`src/rtl/alarm_time_keeper.sv`:
```
// Alarm setting registers plus IDLE/ARMED/RINGING alarm controller.
// Rings on a rising edge of the time/alarm match; silenced by dismiss, timeout or disarm.
module alarm_time_keeper #(
    parameter int unsigned RING_SECS = 30
) (
    input  logic       clk,
    input  logic       reset,
    input  logic       upsec,
    input  logic       upmin,
    input  logic       uphour,
    input  logic       arm_en,
    input  logic       dismiss,
    input  logic       sec_tick,
    input  logic [5:0] cur_sec,
    input  logic [5:0] cur_min,
    input  logic [4:0] cur_hour,
    output logic [5:0] alarm_sec,
    output logic [5:0] alarm_min,
    output logic [4:0] alarm_hour,
    output logic       ringing,
    output logic [1:0] alarm_state
);

    typedef enum logic [1:0] {
        IDLE    = 2'd0,
        ARMED   = 2'd1,
        RINGING = 2'd2
    } state_t;

    localparam logic [7:0] LAST_CNT = 8'(RING_SECS - 1);

    state_t     state;
    logic [7:0] ring_cnt;
    logic       match;
    logic       match_q;

    assign match = (cur_sec == alarm_sec) && (cur_min == alarm_min) && (cur_hour == alarm_hour);

    // match_q resets high so a 00:00:00 current time cannot fire straight out of reset
    always_ff @(posedge clk or posedge reset) begin
        if (reset) begin
            alarm_sec   <= '0;
            alarm_min   <= '0;
            alarm_hour  <= '0;
            state       <= IDLE;
            ringing     <= 1'b0;
            alarm_state <= 2'd0;
            ring_cnt    <= '0;
            match_q     <= 1'b1;
        end else begin
            match_q <= match;

            if (state != RINGING) begin
                if (upsec)
                    alarm_sec <= (alarm_sec == 6'd59) ? '0 : alarm_sec + 6'd1;
                if (upmin)
                    alarm_min <= (alarm_min == 6'd59) ? '0 : alarm_min + 6'd1;
                if (uphour)
                    alarm_hour <= (alarm_hour == 5'd23) ? '0 : alarm_hour + 5'd1;
            end

            case (state)
                IDLE: begin
                    if (arm_en) begin
                        state       <= ARMED;
                        alarm_state <= ARMED;
                    end
                end
                ARMED: begin
                    if (!arm_en) begin
                        state       <= IDLE;
                        alarm_state <= IDLE;
                    end else if (match && !match_q) begin
                        state       <= RINGING;
                        alarm_state <= RINGING;
                        ringing     <= 1'b1;
                        ring_cnt    <= '0;
                    end
                end
                RINGING: begin
                    if (sec_tick)
                        ring_cnt <= ring_cnt + 8'd1;
                    if (!arm_en) begin
                        state       <= IDLE;
                        alarm_state <= IDLE;
                        ringing     <= 1'b0;
                    end else if (dismiss || (sec_tick && ring_cnt == LAST_CNT)) begin
                        state       <= ARMED;
                        alarm_state <= ARMED;
                        ringing     <= 1'b0;
                    end
                end
                default: begin
                    state       <= IDLE;
                    alarm_state <= IDLE;
                    ringing     <= 1'b0;
                end
            endcase
        end
    end

endmodule

```
`config.mk`:
```
export PLATFORM = sky130hd
export DESIGN_NAME = alarm_time_keeper
export DESIGN_NICKNAME = d
export VERILOG_FILES = /design/src/rtl/alarm_time_keeper.sv
export SDC_FILE = /design/constraint.sdc
export NUM_CORES = 1
export LEC_CHECK = 0
export CORE_MARGIN = 2
export CORE_UTILIZATION = 45
export DETAILED_ROUTE_END_ITERATION = 10
export HOLD_SLACK_MARGIN = 0.02
export PLACE_DENSITY = 0.75
export REMOVE_ABC_BUFFERS = 1
export SLEW_MARGIN = 20
export SYNTH_ARGS = -nofsm -noshare
export SYNTH_HDL_FRONTEND = slang
export SYNTH_SLANG_ARGS = --single-unit
```
`constraint.sdc`:
```
create_clock -name clk -period 3.8 [get_ports clk]
set_input_delay 0.76 -clock clk [delete_from_list [all_inputs] [get_ports clk]]
set_output_delay 0.76 -clock clk [all_outputs]
set_load 0.03 [all_outputs]
```
==> Yosys cells after proc, flatten, opt, wreduce, memory -nomap -nowiden <==
Cells that the tools add are included.
{ "totals": {"reg_bits": 29, "input_bits": 25, "out_inout_bits": 20, "word_cells": 60} }
{ "classes": {"n_addsub": 4, "eq_ne": 16, "mux": 18, "n_bitwise": 1, "n_reduce_logical": 14} }
{ "ops": {"columns": ["cell", "count"], "rows": [
  ["$mux 8", 3],
  ["$pmux 8 s2", 1],
  ["$add 6x1->6 const B", 2],
  ["$eq 6x6->1", 2],
  ["$eq 6x6->1 const B", 2],
  ["$mux 6", 2],
  ["$mux 2", 5],
  ["$ne 2x2->1 const B", 5],
  ["$add 8x1->8 const B", 1],
  ["$eq 8x5->1 const B", 1],
  ["$reduce_and 4->1", 2],
  ["$ne 3x3->1 const B", 2],
  ["$pmux 2 s3", 1],
  ["$reduce_and 2->1", 3],
  ["$add 5x1->5 const B", 1],
  ["$eq 5x5->1", 1],
  ["$eq 5x5->1 const B", 1],
  ["$mux 5", 1],
  ["$logic_and 1x1->1", 4],
  ["$mux 1", 4],
  ["$pmux 1 s3", 1],
  ["$reduce_and 3->1", 1],
  ["$eq 2x1->1 const B", 1],
  ["$eq 2x2->1 const B", 1],
  ["5 further kinds", 5]
]} }

==> Logic depth before layout (Yosys ltp) <==
Gate-level depths: netlist of the first run.
{ "logic_depth": {"word_depth": 7, "mapped_depth": 7, "mapped_depth_nobuf": 7} }

==> Worst setup path after synthesis of the first run <==
Ideal clock, no wire load.
{ "synth_timing": {"kind": "in2reg", "startpoint": "input port cur_hour[4]", "endpoint": "register ring_cnt[0]", "setup_time_ns": 0.131, "arrival_ns": 1.808, "required_time_ns": 3.669, "slack_ns": 1.862, "path_stages": 5, "n_path_buf": 0, "path_cell_list": "xor2_1 -> nor4_2 -> nand4_2 -> nor3_4 -> o21ai_1"} }
{ "synth_via": {"elab_chain_len": 5} }
{ "synth_lines": {"columns": ["element", "line", "source"], "rows": [
  ["start, declared", "16", "input logic [4:0] cur_hour,"],
  ["$eq 5x5->1", "37", "assign match = (cur_sec == alarm_sec) && (cur_min == alarm_min) && (cur_hour == alarm_hour);"],
  ["$logic_and 1x1->1", "37", null],
  ["$logic_and 1x1->1", "73", "end else if (match && !match_q) begin"],
  ["$ne 2x2->1 (no line)", null, null],
  ["$reduce_and 4->1 (no line)", null, null],
  ["end signal, assigned", "82", "ring_cnt <= ring_cnt + 8'd1;"],
  ["end, declared", "33", "logic [7:0] ring_cnt;"]
]} }
Every way passes these cells.
A chain may end at the register's enable or synchronous reset.

==> Worst setup path in the final report of the first run <==
{ "layout_timing": {"startpoint": "register alarm_sec[2]", "endpoint": "output port alarm_sec[2]"} }
{ "layout_lines": {"columns": ["element", "line", "source"], "rows": [
  ["start, declared", "17", "output logic [5:0] alarm_sec,"],
  ["start signal, assigned", "55", "alarm_sec <= (alarm_sec == 6'd59) ? '0 : alarm_sec + 6'd1;"]
]} }
No word-level cell between the ends.

==> results of run 1 <==
cell families after synthesis:
kind of cell,after synthesis,share of synthesized area (%)
AOI/OAI and AO/OA,30,10.82
xor gates and xnor gates,21,10.97
adders and majority gates,5,3.731
buffers and inverters,6,1.418
DFF,29,43.36
muxes,7,4.552
and+or+nand+nor,78,25.15
metal layers:
layer | vias to the layer above | part of all wire, % | track usage (%)
li1 | 731 | - | -
met1 | 719 | 45 | 25.06
met2 | 41 | 48 | 31.44
met3 | 4 | 5.7 | 5.903
met4 | 0 | 1.3 | 7.292
met5 | - | 0 | 0
sequential cells by signal, indices dropped and copies added, names as in the netlist:
register / count
match_q: 1
alarm_hour: 5
alarm_min: 6
ring_cnt: 8
state: 2
alarm_sec: 6
ringing: 1
final timing paths:
| check | start | end | slack [ns] | cells after the start |
|---|---|---|---|---|
| setup reg to reg | state[0]$_DFFE_PP0P_ | alarm_hour[4]$_DFFE_PP0P_ | 1.78 | 4 |
| setup / recovery | alarm_sec[2]$_DFFE_PP0P_ | alarm_sec[2] | 1.52 | 1 |
| hold / removal | state[1]$_DFFE_PP0P_ | ringing$_DFFE_PP0P_ | 0.55 | 1 |
| hold reg to reg | state[1]$_DFFE_PP0P_ | ringing$_DFFE_PP0P_ | 0.55 | 1 |
| min in group asynchronous | reset | alarm_hour[2]$_DFFE_PP0P_ | 0.86 | 3 |
| max in group asynchronous | reset | match_q$_DFF_PP1_ | 2.63 | 3 |
power breakdown:
group | switching [mW] | internal [mW] | total, mW
Clock | 0.116 | 0.260 | 0.377
Sequential | 0.152 | 0.397 | 0.549
Combinational | 0.331 | 0.302 | 0.634
Total | 0.600 | 0.960 | 1.56
cell type report:
cell class / count / share of cell area, %
Inverter: 2 / 0.3261
Sequential cell: 29 / 31.58
Multi-Input combinational cell: 141 / 40.22
Tap cell: 48 / 2.609
Clock buffer: 5 / 2.989
Clock inverter: 3 / 2.826
Timing Repair Buffer: 45 / 19.46
metrics by stage:
stage                     hold slack (ns)  instances
after floorplan                    0.5407        172
after global placement             0.5236        265
after detailed placement           0.5525        265
after CTS                          0.5567        273
after global routing               0.5961        273
final                              0.5498        273
cell usage in the layout, fill, tap and decap left out, types with 5 or more instances in the layout:
| master | instances |
|---|---|
| clkbuf_8 | 5 |
| clkdlybuf4s50_1 | 44 |
| dfrtp_1 | 28 |
| ha_1 | 5 |
| mux2_2 | 5 |
| nand2_1 | 23 |
| nand3_1 | 11 |
| nor2_1 | 10 |
| nor3_1 | 6 |
| o21ai_0 | 9 |
| o22ai_1 | 7 |
| xor2_1 | 18 |
==> flow_summary.json, run 1 <==
{
  "drt_pass1_iterations": 4,
  "groute.usage.overall_pct": 19.62,
  "grt_first_pass_wirelength_um": 6272,
  "hold_viol": 0,
  "insertion_delay_ns": 0.28,
  "drive_above_1_share_pct": 8.889,
  "postSynth.topFlopCell": "dfrtp_1",
  "detail_route.vias_per_cell": 5.476,
  "final.min_clock_period_ns": 2.282,
  "placeableCoreArea_um2": 3633,
  "count_of_port_buffers_added_during_placement": 44,
  "synth-warning-count": 0,
  "area_growth_pct": 37.31,
  "placed_cell_area_um2": 2168,
  "crit_type": "reg -> out",
  "antennaDiodeCount": 0,
  "cpPeakStageDelay_ns": 0.73,
  "rsz0062_at_grt": "false",
  "totalPowerFinal_mw": 1.560,
  "peakVddDrop_v": 0.0003648,
  "final.period_utilization_pct": 60.04,
  "clkSinkCount": 29,
  "post_cts_hold_buffer_count": 0,
  "rows": 22,
  "synth_largest_area_cell": "dfrtp_1",
  "critical_path.startpoint_type": "register",
  "globalplace.congestion": 0.7846,
  "num_io_pins": 45,
  "wl_um": 3629,
  "first_global_vias": 1382,
  "detail_route.wl_per_cell_um": 13.29,
  "synth.cell_area_um2": 1677,
  "die_h_um": 65.04,
  "area.sequential_um2": 726.9,
  "grt_max_degree": 30,
  "crit_required_ns": 3.04,
  "fin_skew_ns": 0.005001,
  "post_syn_instances": 176,
  "ys_top_cells_by_area": "dfrtp_1 (42%), xor2_1 (9.4%), nand2_1 (5.1%), ha_1 (3.7%), mux2_2 (3.4%)",
  "ys_ff_latch": 29,
  "pre_cts_ws_ns": 1.250,
  "die-width_um": 65.04,
  "initial_utilization_pct": 46.14,
  "fin_area_um2": 2302,
  "drv.max_cap_violation_count": 0,
  "outcome": "completed",
  "post_synth.cell_area_avg_um2": 9.526,
  "synth.yosys.seq_area_share_pct": 43.36,
  "drt_drc_violations_left": 0,
  "cts_buffers": 5,
  "finalNetCount": 254,
  "critical-path-slowest-cell": "clkdlybuf4s50_1",
  "end_kind": "output port",
  "setup_tns_ns": 0,
  "synth_largest_type_area_fraction_pct": 41.79,
  "tritoncts_clock_tree": "done",
  "maxClockFrequency_ghz": 0.4383,
  "cts_buffer_depth": 2,
  "worstPathCellList": "clkdlybuf4s50_1",
  "finish.utilization_pct": 63.36,
  "minimum_setup_slack_in_the_final_design_ns": 1.518,
  "number_of_nets_still_failing_antenna_checks_after_routing": 0,
  "hpwl_um": 2623,
  "worst-path-buf-inv": 1,
  "synth_cell_types": 37,
  "leakage_nw": 0.9836,
  "worst_path_clk_slew_ns": 0.06,
  "cellPowerDensity_nw_per_um2": 677.5,
  "post-cts-setup-buffer-count": 0,
  "maxSlewHeadroom_pct": 56.74,
  "nFillCells": 307,
  "cts_root_buf": "clkbuf_8",
  "setup_viol_count_final": 0,
  "gr-total-overflow": 0,
  "synth.top_cells.by_count": "dfrtp_1 (28), nand2_1 (23), xor2_1 (18), nand3_1 (11), nor2_1 (10)",
  "dr.first_iter.drc_count": 153,
  "worst_hold_class": "reg -> reg",
  "synth.most_common_cell": "dfrtp_1",
  "cts_max_level": 2,
  "dieArea_um2": 4230,
  "worstMarginPinSlew_ns": 0.6489,
  "antenna_found_initial": 0,
  "peak_fanout_along_the_critical_path": 9,
  "cts_resized": 0,
  "slew_viol_final": 0,
  "multi_input_area_um2": 925.9,
  "number_of_synthesized_flops_with_an_enable_pin": 0,
  "dr_total_vias": 1495,
  "synth-async-reset-ratio_pct": 100.0,
  "cpLargestDelayFamily": "buffers and inverters",
  "cp.arrival_ns": 1.52
}
No activity file was read; power rests on OpenSTA's default activity.
==> inputs of run 2 (changes only) <==
- CORE_UTILIZATION: 45 -> 43
- clock period: 3.8 -> 1.9 ns (I/O delays scaled with it)
==> flow_summary.json, run 2 (same netlist as run 1, synthesis figures left out) <==
{
  "grt_use_met1_pct": 24.38,
  "dr.first_iter.drc_count": 89,
  "rsz0062_at_grt": "true",
  "worst_path_clk_slew_ns": 0.06,
  "tritoncts_clock_tree": "done",
  "peak_fanout_along_the_critical_path": 7,
  "reg2reg_slack_ns": 0.08,
  "area_growth_pct": 40.52,
  "insertion_delay_ns": 0.28,
  "maxClockFrequency_ghz": 0.5475,
  "groute.layer.met2.usage_pct": 29.25,
  "use_met3_pct": 5.111,
  "dr_total_vias": 1494,
  "drive_above_1_share_pct": 13.14,
  "totalPowerFinal_mw": 2.964,
  "stdcell_count": 284,
  "outcome": "completed",
  "count_of_port_buffers_added_during_placement": 44,
  "commonest_cells_after_routing_fill_and_taps_aside": "clkdlybuf4s50_1 (41), dfrtp_1 (28), nand2_1 (23)",
  "leakage_nw": 1.033,
  "dieArea_um2": 4414,
  "fin_area_um2": 2356,
  "worstPathCellList": "clkdlybuf4s50_1",
  "crit_start": "alarm_sec[3]$_DFFE_PP0P_",
  "rows": 22,
  "largest-register": "ring_cnt",
  "detail_route.wl_per_cell_um": 13.43,
  "wl_um": 3813,
  "finish.utilization_pct": 63.40,
  "cts_root_buf": "clkbuf_8",
  "cp.arrival_ns": 1.45,
  "placeableCoreArea_um2": 3716,
  "number_of_nets_still_failing_antenna_checks_after_routing": 0,
  "gr-total-overflow": 0,
  "drt_drc_violations_left": 0,
  "multi_input_area_um2": 925.9,
  "maxSlewHeadroom_pct": 69.96,
  "worst_hold_class": "in -> async",
  "final.period_utilization_pct": 96.13,
  "cts_buffer_depth": 2,
  "mostFrequentLayoutCell": "clkdlybuf4s50_1",
  "hold_viol": 0,
  "final.min_clock_period_ns": 1.827,
  "worst-path-buf-inv": 1,
  "detail_route.vias_per_cell": 5.261,
  "crit_type": "reg -> out",
  "placed_cell_area_um2": 2236,
  "first_global_vias": 1393,
  "pre_cts_ws_ns": -0.2134,
  "nFillCells": 303,
  "clkSinkCount": 29,
  "largest_register_ff_count": 8,
  "cellPowerDensity_nw_per_um2": 1258,
  "antennaDiodeCount": 0,
  "groute.usage.overall_pct": 18.73,
  "crit_required_ns": 1.52,
  "hold_slack_ns": 0.4652,
  "hpwl_um": 2799,
  "critical-path-slowest-cell": "clkdlybuf4s50_1",
  "die_h_um": 66.44,
  "critical_path.startpoint_type": "register",
  "grt_first_pass_wirelength_um": 6161,
  "antenna_found_initial": 0,
  "cpLargestDelayFamily": "buffers and inverters",
  "num_io_pins": 45,
  "grt.busiest_layer": "met2",
  "grt_max_degree": 30,
  "setup_tns_ns": 0,
  "worstMarginPinSlew_ns": 0.4472,
  "setup_viol_count_final": 0,
  "minimum_setup_slack_in_the_final_design_ns": 0.07345,
  "cts_buffers": 5,
  "end_kind": "output port",
  "rr_startpoint": "ring_cnt[0]$_DFFE_PP0P_",
  "peakVddDrop_v": 0.0009120,
  "cpPeakStageDelay_ns": 0.71,
  "die-width_um": 66.44,
  "globalplace.congestion": 0.7565,
  "biggestRegsByFlops": "ring_cnt x8, alarm_min x6, alarm_sec x6",
  "fin_skew_ns": 0.002592,
  "finalNetCount": 265,
  "area.sequential_um2": 726.9,
  "cell_count_post_placement": 274,
  "initial_utilization_pct": 45.12,
  "drt_pass1_iterations": 5,
  "drv.max_cap_violation_count": 0,
  "cts_max_level": 2,
  "slew_viol_final": 0
}
## run 2: cell type report
cell class	count	area share (%)
Clock buffer	7	4.089
Clock inverter	1	0.2124
Inverter	2	0.3186
Multi-Input combinational cell	141	39.30
Sequential cell	29	30.86
Tap cell	48	2.549
Timing Repair Buffer	56	22.68
## run 2: what timing repair did
item,CTS,global route
gates resized for setup,1,2
setup buffers,0,2
setup endpoints to repair,1,11
hold buffers,0,0
endpoints found under the hold margin,0,0
pin swaps,0,4
## run 2: report_power, final
group	internal, mW	switching (mW)	total [mW]
Sequential	0.795	0.288	1.08
Clock	0.327	0.224	0.551
Combinational	0.627	0.703	1.33
Total	1.75	1.22	2.96
## run 2: path summary, 6_finish.rpt
check                                       endpoint  depth (start not counted)
setup / recovery                        alarm_sec[3]                          1
hold / removal             alarm_hour[3]$_DFFE_PP0P_                          3
setup reg to reg                state[0]$_DFFE_PP0P_                          6
hold reg to reg                  ringing$_DFFE_PP0P_                          1
max in group asynchronous          match_q$_DFF_PP1_                          3
min in group clk                 ringing$_DFFE_PP0P_                          1
## run 2: layer usage
metal	wire length, um	vias up
met2	1832	42
li1	-	749
met1	1732	696
met3	180	7
met5	0	-
met4	68	0
==> inputs of run 3 (changes only) <==
- SLEW_MARGIN: 20 -> unset
==> results of run 3 <==
Same layout as run 2: the final DEF is identical, and so are final timing and power.
